--- config.mk ---
export PLATFORM = sky130hd
export DESIGN_NAME = instr_fetch_unit
export DESIGN_NICKNAME = d
export VERILOG_FILES = /design/src/rtl/instr_fetch_unit.sv
export SDC_FILE = /design/constraint.sdc
export NUM_CORES = 1
export LEC_CHECK = 0
export BUFFER_PORTS_ARGS = -buffer_cell sky130_fd_sc_hd__buf_4
export CELL_PAD_IN_SITES_DETAIL_PLACEMENT = 1
export CELL_PAD_IN_SITES_GLOBAL_PLACEMENT = 2
export CORE_AREA = 3 3 68 102
export DETAILED_ROUTE_END_ITERATION = 7
export DIE_AREA = 0 0 71 105
export GPL_ROUTABILITY_DRIVEN = 0
export PLACE_DENSITY_LB_ADDON = 0.25
export SLEW_MARGIN = 20
export SYNTH_ARGS = -nofsm -noshare
export SYNTH_HDL_FRONTEND = slang
export SYNTH_SLANG_ARGS = --single-unit
export TNS_END_PERCENT = 10
--- constraint.sdc ---
create_clock -name Clock -period 3.6 [get_ports Clock]
set_clock_uncertainty 0.1 [all_clocks]
set_input_delay 0.36 -clock Clock [delete_from_list [all_inputs] [get_ports Clock]]
set_output_delay 0.36 -clock Clock [all_outputs]
set_load 0.02 [all_outputs]
--- src/rtl/instr_fetch_unit.sv ---
// Instruction fetch unit: owns PC and IR, fetches words over an I_RD/I_RDY handshake.
// Optional macro FETCH_BYPASS_EN forwards I_DATA straight into IR when IR_LD meets I_RDY.
module instr_fetch_unit #(
    parameter int                ADDR_W   = 8,
    parameter int                DATA_W   = 16,
    parameter logic [ADDR_W-1:0] RESET_PC = '0
) (
    input  logic              Clock,
    input  logic              Reset,
    input  logic              PC_CLR,
    input  logic              PC_IC,
    input  logic              IR_LD,
    output logic [DATA_W-1:0] IR,
    output logic [ADDR_W-1:0] PC,
    output logic              FETCH_RDY,
    output logic              LD_MISS,
    output logic [ADDR_W-1:0] I_ADDR,
    output logic              I_RD,
    input  logic [DATA_W-1:0] I_DATA,
    input  logic              I_RDY
);

    typedef enum logic [1:0] {
        ST_LAUNCH,
        ST_FETCH,
        ST_READY
    } state_t;

    state_t              state_q, state_d;
    logic [ADDR_W-1:0]   pc_q, pc_d;
    logic [DATA_W-1:0]   ir_q, ir_d;
    logic [DATA_W-1:0]   fb_q, fb_d;
    logic [ADDR_W-1:0]   i_addr_q, i_addr_d;
    logic                stale_q, stale_d;
    logic                ld_miss_q, ld_miss_d;
    logic                pc_change;
    logic                word_accept;

    assign pc_change   = PC_CLR | PC_IC;
    assign word_accept = (state_q == ST_FETCH) && I_RDY && !stale_q && !pc_change;

    always_comb begin
        state_d   = state_q;
        pc_d      = pc_q;
        ir_d      = ir_q;
        fb_d      = fb_q;
        i_addr_d  = i_addr_q;
        stale_d   = stale_q;
        ld_miss_d = 1'b0;

        if (PC_CLR) begin
            pc_d = RESET_PC;
        end else if (PC_IC) begin
            pc_d = pc_q + {{(ADDR_W-1){1'b0}}, 1'b1};
        end

        if (IR_LD) begin
            if (state_q == ST_READY) begin
                ir_d = fb_q;
            end else begin
`ifdef FETCH_BYPASS_EN
                if (word_accept) begin
                    ir_d = I_DATA;
                end else begin
                    ld_miss_d = 1'b1;
                end
`else
                ld_miss_d = 1'b1;
`endif
            end
        end

        // A PC command landing in LAUNCH is folded into the address being issued.
        case (state_q)
            ST_LAUNCH: begin
                i_addr_d = pc_d;
                stale_d  = 1'b0;
                state_d  = ST_FETCH;
            end
            ST_FETCH: begin
                if (I_RDY) begin
                    if (word_accept) begin
                        fb_d    = I_DATA;
                        state_d = ST_READY;
                    end else begin
                        state_d = ST_LAUNCH;
                    end
                end else if (pc_change) begin
                    stale_d = 1'b1;
                end
            end
            ST_READY: begin
                if (pc_change) begin
                    state_d = ST_LAUNCH;
                end
            end
            default: begin
                state_d = ST_LAUNCH;
            end
        endcase
    end

    always_ff @(posedge Clock or posedge Reset) begin
        if (Reset) begin
            state_q   <= ST_LAUNCH;
            pc_q      <= RESET_PC;
            ir_q      <= '0;
            fb_q      <= '0;
            i_addr_q  <= '0;
            stale_q   <= 1'b0;
            ld_miss_q <= 1'b0;
        end else begin
            state_q   <= state_d;
            pc_q      <= pc_d;
            ir_q      <= ir_d;
            fb_q      <= fb_d;
            i_addr_q  <= i_addr_d;
            stale_q   <= stale_d;
            ld_miss_q <= ld_miss_d;
        end
    end

    assign IR        = ir_q;
    assign PC        = pc_q;
    assign FETCH_RDY = (state_q == ST_READY);
    assign I_RD      = (state_q == ST_FETCH);
    assign LD_MISS   = ld_miss_q;
    assign I_ADDR    = i_addr_q;

endmodule

# After elaboration in Yosys (flattened, before gate mapping)
# Cells that the tools add are included.
[word_totals] word_cells=37 rom_bits=0 reg_bits=52 latchBits=0 memories=0 ram_bits=0 input_bits=22 out_inout_bits=35
[op_classes] bitwise=1 magnitude_cmp=0 muxes=11 n_reduce_logical=11 div_mod_pow=0 n_eq_ne=6 shift=0 n_mul=0 add_sub_neg=1
[ops] operator="8-bit two-way mux" n=2
[ops] operator="8-bit by 1-bit adder with 8-bit output, second input constant" n=1
[ops] operator="2-bit two-way mux" n=3
[ops] operator="2-bit by 1-bit inequality test with 1-bit output, second input constant" n=3
[ops] operator="2-bit one-hot mux with 3 select lines" n=1
[ops] operator="3-bit AND reduction" n=2
[ops] operator="1-bit two-way mux" n=4
[ops] operator="2-bit AND reduction" n=2
[ops] operator="1-bit logical AND" n=3
[ops] operator="2-bit by 1-bit == test with 1-bit output, second input constant" n=1
[ops] operator="2-bit == test, second input constant" n=1
[ops] operator="1-bit zero test" n=2
[ops] operator="2-bit zero test" n=1
[ops] operator="2-bit inequality test, second input constant" n=1
[ops] operator="1-bit one-hot mux with 2 select lines" n=1
[ops] operator="2-bit nonzero test" n=1
[ops] operator="1-bit OR" n=1

# Longest topological paths before layout
# Gate-level depths: netlist (run 1).
[depth] word_depth=7 ltp_mapped=5 mapped_depth_nobuf=4

# Worst setup path before layout (run 1)
# Ideal clock, no wire load.
[synth_timing] path_kind="register -> register" from="reg state_q[0]" to="reg ir_q[0], in the netlist IR[0]" t_arrival_ps=1371 synth_period_minus_slack_ps=1596 n_path_buf=1 setup_slack_ps=2004 setup_ps=125 required_time_ps=3375 path_stages_with_launch=6 cell_sequence="dfrtp_1 -> nand2b_1 -> inv_1 -> nand2_2 -> buf_4 -> mux2_2"
[synth_via] elab_chain_len=2
[synth_rtl] element="start, declared" line="29" text="state_t state_q, state_d;"
[synth_rtl] element="start signal, assigned" line="113" text="state_q <= state_d;"
[synth_rtl] element="2-bit == test"
[synth_rtl] element="net FETCH_RDY" line="15" text="output logic FETCH_RDY,"
[synth_rtl] element="2-bit AND reduction (no source line)"
[synth_rtl] element="end signal, assigned" line="115" text="ir_q <= ir_d;"
[synth_rtl] element="end, declared" line="31" text="logic [DATA_W-1:0] ir_q, ir_d;"
# The timed path passes the listed nets, and every way through them passes these cells.
# A chain may end at the register's enable or synchronous reset.

# Worst setup path in the final report (run 1)
[layout_timing] from="reg state_q[0]" to="out FETCH_RDY"
[layout_via] elab_chain_len=1
[layout_rtl] element="2-bit == test" line="125" text="assign FETCH_RDY = (state_q == ST_READY);"
[layout_rtl] element="end, declared" line="15"
# No other way between the ends.

==> results.toml, run 1 <==
[status]
outcome = "complete, no violations"

[worst_setup_path]
start_kind = "flip-flop"
crit_start = "state_q[0]$_DFFE_PP0P_"
crit_slowest_cell = "dfrtp_1"
cp_max_fo = 7
cp.required_ps = 3140
arrival_ps = 1240
crit_chain = "nand2b_1 -> inv_1 -> buf_4"
critical_path_class = "flip-flop to output pin"
r2r-start = "state_q[1]$_DFFE_PP0P_"
critPathMaxStageDelay_ps = 470
end_kind = "output pin"

[global_route]
grt_busiest_layer = "met2"
grt.met2_usage = 0.2444
grt_overflow = 0
grt_pass1_wl_um = 7941
grt_start_max_net_pins = 53
antenna_found_initial = 0
grt_usage = 0.1348
grt_pass1_vias = 1620
grt_use_met1 = 0.1420
use_met3 = 0.04139

[sta]
fin_crit_ps = 1698
hold_slack_ps = 97.31
tns_ps = 0
max_freq_mhz = 588.9
period_share = 0.4717
slew_headroom = 0.4088
worstMarginPinSlew_ps = 886.8
finalHoldViolCount = 0
grt_setup_unrepaired = "no"
finalSetupViolations = 0
maxSlewViolCount = 0

[placement]
dp_hpwl_um = 3558
port_buffers = 56

[power_and_ir_drop]
power_leakage_uw = 0.001319
powerDensity_nw_per_um2 = 541.9
p_sw_uw = 423.0
clkPwrFrac = 0.239
p_seq_frac = 0.529
swShare = 0.2887
power.internal_uw = 1042
power_frac_comb = 0.233
ir_worst_vdd_mv = 0.3078
finalPower_uw = 1465

[cells_and_area]
drive_gt1_frac = 0.4884
area_delta_synth_final_pct = 26.89
n_antenna_cell = 0
nNetsFinal = 237

[clock_tree]
cts_tree = "done"
hold_buffers = 0
root_buffer = "clkbuf_8"
cts.sinks = 52
cts-buffers-inserted = 5
cts_buffer_depth = 2
cts_resized = 0
clkTransAtPathRegs_ps = 90
clk_latency_ps = 300
postCtsSetupBuffers = 0
cts_max_level = 2

[logic_synthesis]
netlist_area_um2 = 2131
yosysSeqAreaShare = 0.6107
synth_nets = 179
netlist_instances = 156
avgSynthCellArea_um2 = 13.66
ys_seq_elements = 52
yosys.cell_types.count = 34
yosysWarnings = 0

[floorplanning]
die_w_um = 71
die_h_um = 105
start_util = 0.3476
core_area_um2 = 6131
rows = 35
ios = 57
dieArea_um2 = 7455

[route]
first_pass_iters = 4
vias_per_cell = 4.969
drc = 0
post_drt_wl_per_cell_um = 16.42
final_antenna_net_count = 0
drt_iter0_drc = 57
drt-total-wl_um = 4745
num_vias = 1436

[flow_run]
drv_cap = 0

[hold_path]
hp-class = "input pin to asynchronous set/reset pin"
stage by stage:
step	std cells	instance area (um2)	util	setup WS, ps
6_report	289	2704	0.4410	1902
5_1_grt	289	2704	0.4410	1816
4_1_cts	289	2703	0.4408	1883
3_5_place_dp	281	2605	0.4249	1880
3_3_place_gp	281	2605	0.4249	1941
2_1_floorplan	156	2131	-	1882
cells in the final DEF (no fill, tap or decap), types with 2 or more instances in the layout:
master,n
or3_1,3
inv_1,2
xnor2_1,2
o21ai_0,3
nor2_1,8
nand4_1,4
clkinvlp_4,2
o2111ai_1,3
o31ai_1,2
or4b_1,2
nand3_1,5
a21oi_1,5
buf_4,56
nand2_1,8
mux2_2,35
dfrtp_1,52
clkbuf_8,6
per-layer routing:
layer  vias to the layer above  share of wire
li1                        666              -
met5                         -              0
met4                         0          0.018
met1                       720           0.37
met2                        42           0.55
met3                         8          0.058
power groups by stage:
stage | sequential [uW] | clock [uW] | combinational (uW)
2_1_floorplan | 834 | 0 | 147
3_3_place_gp | 779 | 0 | 334
3_5_place_dp | 787 | 0 | 351
4_1_cts | 777 | 364 | 350
5_1_grt | 795 | 391 | 369
6_report | 774 | 350 | 341
cell type report:
class | instances | area, um2
clock buffers | 6 | 82.58
clock inverters | 2 | 15.01
fillers | 664 | 3427
inverters | 3 | 12.51
multi-input cells | 96 | 779.5
flip-flops and latches | 52 | 1301
well taps | 74 | 92.59
repair buffers | 56 | 420.4
critical path: cells and delay by family, from the launching register on:
family        cells  cell delay [ps]
simple gates      1              190
buf+inv           2              270
flops             1              470
state kept, by name (all words and copies together), names as in the netlist:
register  cells
PC            8
LD_MISS       1
state_q       2
fb_q         16
stale_q       1
I_ADDR        8
IR           16
kinds of logic after synthesis:
family / synth area share
AO/OA/AOI/OAI: 0.04639
XOR/XNOR: 0.01233
adder cells (fa/ha/maj): 0.005871
buffers and inverters: 0.02348
flip-flops: 0.6107
multiplexers: 0.1897
AND/OR/NAND/NOR: 0.1116
path summary, 6_finish.rpt:
check	cells past startpoint	to	slack (ps)
max	3	FETCH_RDY	1900
min	2	I_ADDR[3]$_DFFE_PP0N_	100
max reg2reg	3	I_ADDR[6]$_DFFE_PP0N_	1940
min reg2reg	2	I_ADDR[6]$_DFFE_PP0N_	400
max in group asynchronous	2	IR[12]$_DFFE_PP0P_	2760
min in group Clock	2	state_q[0]$_DFFE_PP0P_	170
Yosys cell counts (all sizes together):
| cell type | n | area (um2) |
|---|---|---|
| or4b | 2 | 20.02 |
| a21bo | 1 | 10.01 |
| dfrtp | 52 | 1301 |
| nor4 | 1 | 6.260 |
| o2111ai | 3 | 26.28 |
| ha | 1 | 12.51 |
| nand2b | 1 | 6.260 |
| o21ai | 3 | 15.01 |
| o21a | 1 | 7.510 |
| nand2 | 9 | 36.29 |
| clkbuf | 1 | 3.750 |
| nand3 | 5 | 25.02 |
| and2b | 1 | 8.760 |
| nor3 | 1 | 5.000 |
| nand4 | 5 | 46.29 |
| and4 | 1 | 8.760 |
| inv | 3 | 11.26 |
| mux2i | 1 | 10.01 |
| nand3b | 1 | 7.510 |
| o31ai | 2 | 15.01 |
| xor2 | 1 | 8.760 |
| xnor2 | 2 | 17.52 |
| a21oi | 5 | 25.02 |
| nor2 | 9 | 36.29 |
| buf | 4 | 35.03 |
| and2 | 1 | 6.260 |
| or3 | 3 | 18.77 |
| mux2 | 35 | 394.1 |
| or2 | 1 | 6.260 |
Note: power is estimated with default switching activity, not from simulation.
==> inputs of run 2 (changes only) <==
--- a/config.mk
+++ b/config.mk
@@ -8,9 +8,9 @@
 export BUFFER_PORTS_ARGS = -buffer_cell sky130_fd_sc_hd__buf_4
 export CELL_PAD_IN_SITES_DETAIL_PLACEMENT = 1
 export CELL_PAD_IN_SITES_GLOBAL_PLACEMENT = 2
-export CORE_AREA = 3 3 68 102
+export CORE_AREA = 3 3 69 103
 export DETAILED_ROUTE_END_ITERATION = 7
-export DIE_AREA = 0 0 71 105
+export DIE_AREA = 0 0 72 106
 export GPL_ROUTABILITY_DRIVEN = 0
 export PLACE_DENSITY_LB_ADDON = 0.25
 export SLEW_MARGIN = 20
==> constraint.sdc (replaced) <==
create_clock -name Clock -period 1.8 [get_ports Clock]
set_clock_uncertainty 0.1 [all_clocks]
set_input_delay 0.18 -clock Clock [delete_from_list [all_inputs] [get_ports Clock]]
set_output_delay 0.18 -clock Clock [all_outputs]
set_load 0.02 [all_outputs]
==> run 2 against run 1 <==
Non-clock buffer count increased by 15. Hold slack lost 86 ps. Clock power rose by 120%. Largest power group unchanged. First-iteration DRC count decreased by 14%. Critical endpoint is now IR[12]$_DFFE_PP0P_.
==> results.toml, run 2 (synthesized netlist as in run 1, its figures left out) <==
[worst_setup_path]
arrival_ps = 1730
cp.required_ps = 1890
crit_chain = "nand2b_1 -> inv_1 -> nand2_2 -> mux2_2"
r2r-start = "state_q[0]$_DFFE_PP0P_"
end_kind = "flip-flop"
regToRegEndpoint = "IR[12]$_DFFE_PP0P_"
cp_max_fo = 16
start_kind = "flip-flop"
crit_slowest_cell = "dfrtp_1"
r2r_slack_ps = 160
r2r_cells = 4
critical_path_class = "flip-flop to flip-flop"
critPathMaxStageDelay_ps = 480

[status]
outcome = "complete, no violations"

[sta]
hold_slack_ps = 11.67
finalHoldViolCount = 0
worstMarginPinSlew_ps = 389.1
fin_crit_ps = 1639
slew_headroom = 0.7397
finalSetupViolations = 0
period_share = 0.9104
max_freq_mhz = 610.3
maxSlewViolCount = 0
grt_setup_unrepaired = "no"
tns_ps = 0

[clock_tree]
clk_latency_ps = 300
cts_tree = "done"
cts_resized = 0
clkTransAtPathRegs_ps = 90
cts.sinks = 52
cts_buffer_depth = 2
cts-buffers-inserted = 5
postCtsSetupBuffers = 0
root_buffer = "clkbuf_8"
cts_max_level = 2
hold_buffers = 9

[power_and_ir_drop]
p_sw_uw = 833.0
p_seq_frac = 0.509
power_leakage_uw = 0.001403
swShare = 0.2736
power.internal_uw = 2212
powerDensity_nw_per_um2 = 1064
clkPwrFrac = 0.258
ir_worst_vdd_mv = 0.4703
power_frac_comb = 0.232

[route]
drt_iter0_drc = 49
final_antenna_net_count = 0
vias_per_cell = 5.016
post_drt_wl_per_cell_um = 16.12
num_vias = 1525
first_pass_iters = 4
drc = 0
drt-total-wl_um = 4901

[global_route]
grt_pass1_vias = 1711
grt_start_max_net_pins = 53
grt.met2_usage = 0.2520
grt_pass1_wl_um = 8142
grt_usage = 0.1368
grt_use_met1 = 0.1457
grt_busiest_layer = "met2"
antenna_found_initial = 0
grt_overflow = 0
use_met3 = 0.03122

[hold_path]
hold_path_end = "fb_q[0]$_DFFE_PP0P_"
hold_depth = 2
min_from = "I_DATA[0]"
hp-class = "input pin to flip-flop"

[floorplanning]
rows = 35
start_util = 0.3403
die_h_um = 106
dieArea_um2 = 7632
die_w_um = 72
core_area_um2 = 6262
ios = 57

[flow_run]
drv_cap = 0

[cells_and_area]
stdcell_area_um2 = 2863
layout_commonest_cell = "buf_4"
n_antenna_cell = 0
mostFrequentLayoutCells = "60 x buf_4, 52 x dfrtp_1, 35 x mux2_2"
final_util = 0.4571
drive_gt1_frac = 0.4739
nNetsFinal = 252
area_delta_synth_final_pct = 34.35

[placement]
dp_hpwl_um = 3621
port_buffers = 56
place_area_um2 = 2655
[run 2: stage by stage]
step	power [uW]	setup WS (ps)	std cells
2_1_floorplan	1962	204.1	156
3_3_place_gp	2245	214.7	286
3_5_place_dp	2290	140.7	286
4_1_cts	3110	124.8	303
5_1_grt	3216	46.50	304
6_report	3045	161.4	304
[run 2: worst max-delay path: cells and delay by family, from the launching register on]
| family | cells | cell delay [ps] |
|---|---|---|
| DFF | 1 | 480 |
| muxes | 1 | 390 |
| and+or+nand+nor | 2 | 480 |
| buffers and inverters | 1 | 80 |
[run 2: area by class of cell]
type                    count  area, um2
flip-flops and latches     52       1301
fillers                   699       3400
inverters                   3      11.26
repair buffers             71      570.5
clock buffers               6      72.57
clock inverters             2      35.03
multi-input cells          96      779.5
well taps                  74      92.59
[run 2: power by group through the flow]
stage / clock, uW / combinational [uW] / sequential [uW]
after floorplan: 0 / 294 / 1670
after global placement: 0 / 681 / 1560
after detailed placement: 0 / 710 / 1580
after CTS: 826 / 726 / 1560
after global routing: 858 / 767 / 1590
final: 786 / 708 / 1550
[run 2: worst max-delay path by stage]
| stage | cells past startpoint | slack [ps] | startpoint | endpoint |
|---|---|---|---|---|
| after floorplan | 5 | 200 | state_q[0]$_DFFE_PP0P_ | IR[0]$_DFFE_PP0P_ |
| after global placement | 3 | 210 | state_q[1]$_DFFE_PP0P_ | fb_q[13]$_DFFE_PP0P_ |
| after detailed placement | 4 | 140 | state_q[0]$_DFFE_PP0P_ | IR[12]$_DFFE_PP0P_ |
| after CTS | 4 | 120 | state_q[0]$_DFFE_PP0P_ | IR[3]$_DFFE_PP0P_ |
| after global routing | 4 | 50 | state_q[0]$_DFFE_PP0P_ | IR[3]$_DFFE_PP0P_ |
| final | 4 | 160 | state_q[0]$_DFFE_PP0P_ | IR[12]$_DFFE_PP0P_ |
[run 2: layer usage]
metal / share of wire / vias to the layer above
met4: 0.019 / 0
met2: 0.57 / 39
met1: 0.36 / 777
li1: - / 699
met5: 0 / -
met3: 0.048 / 10
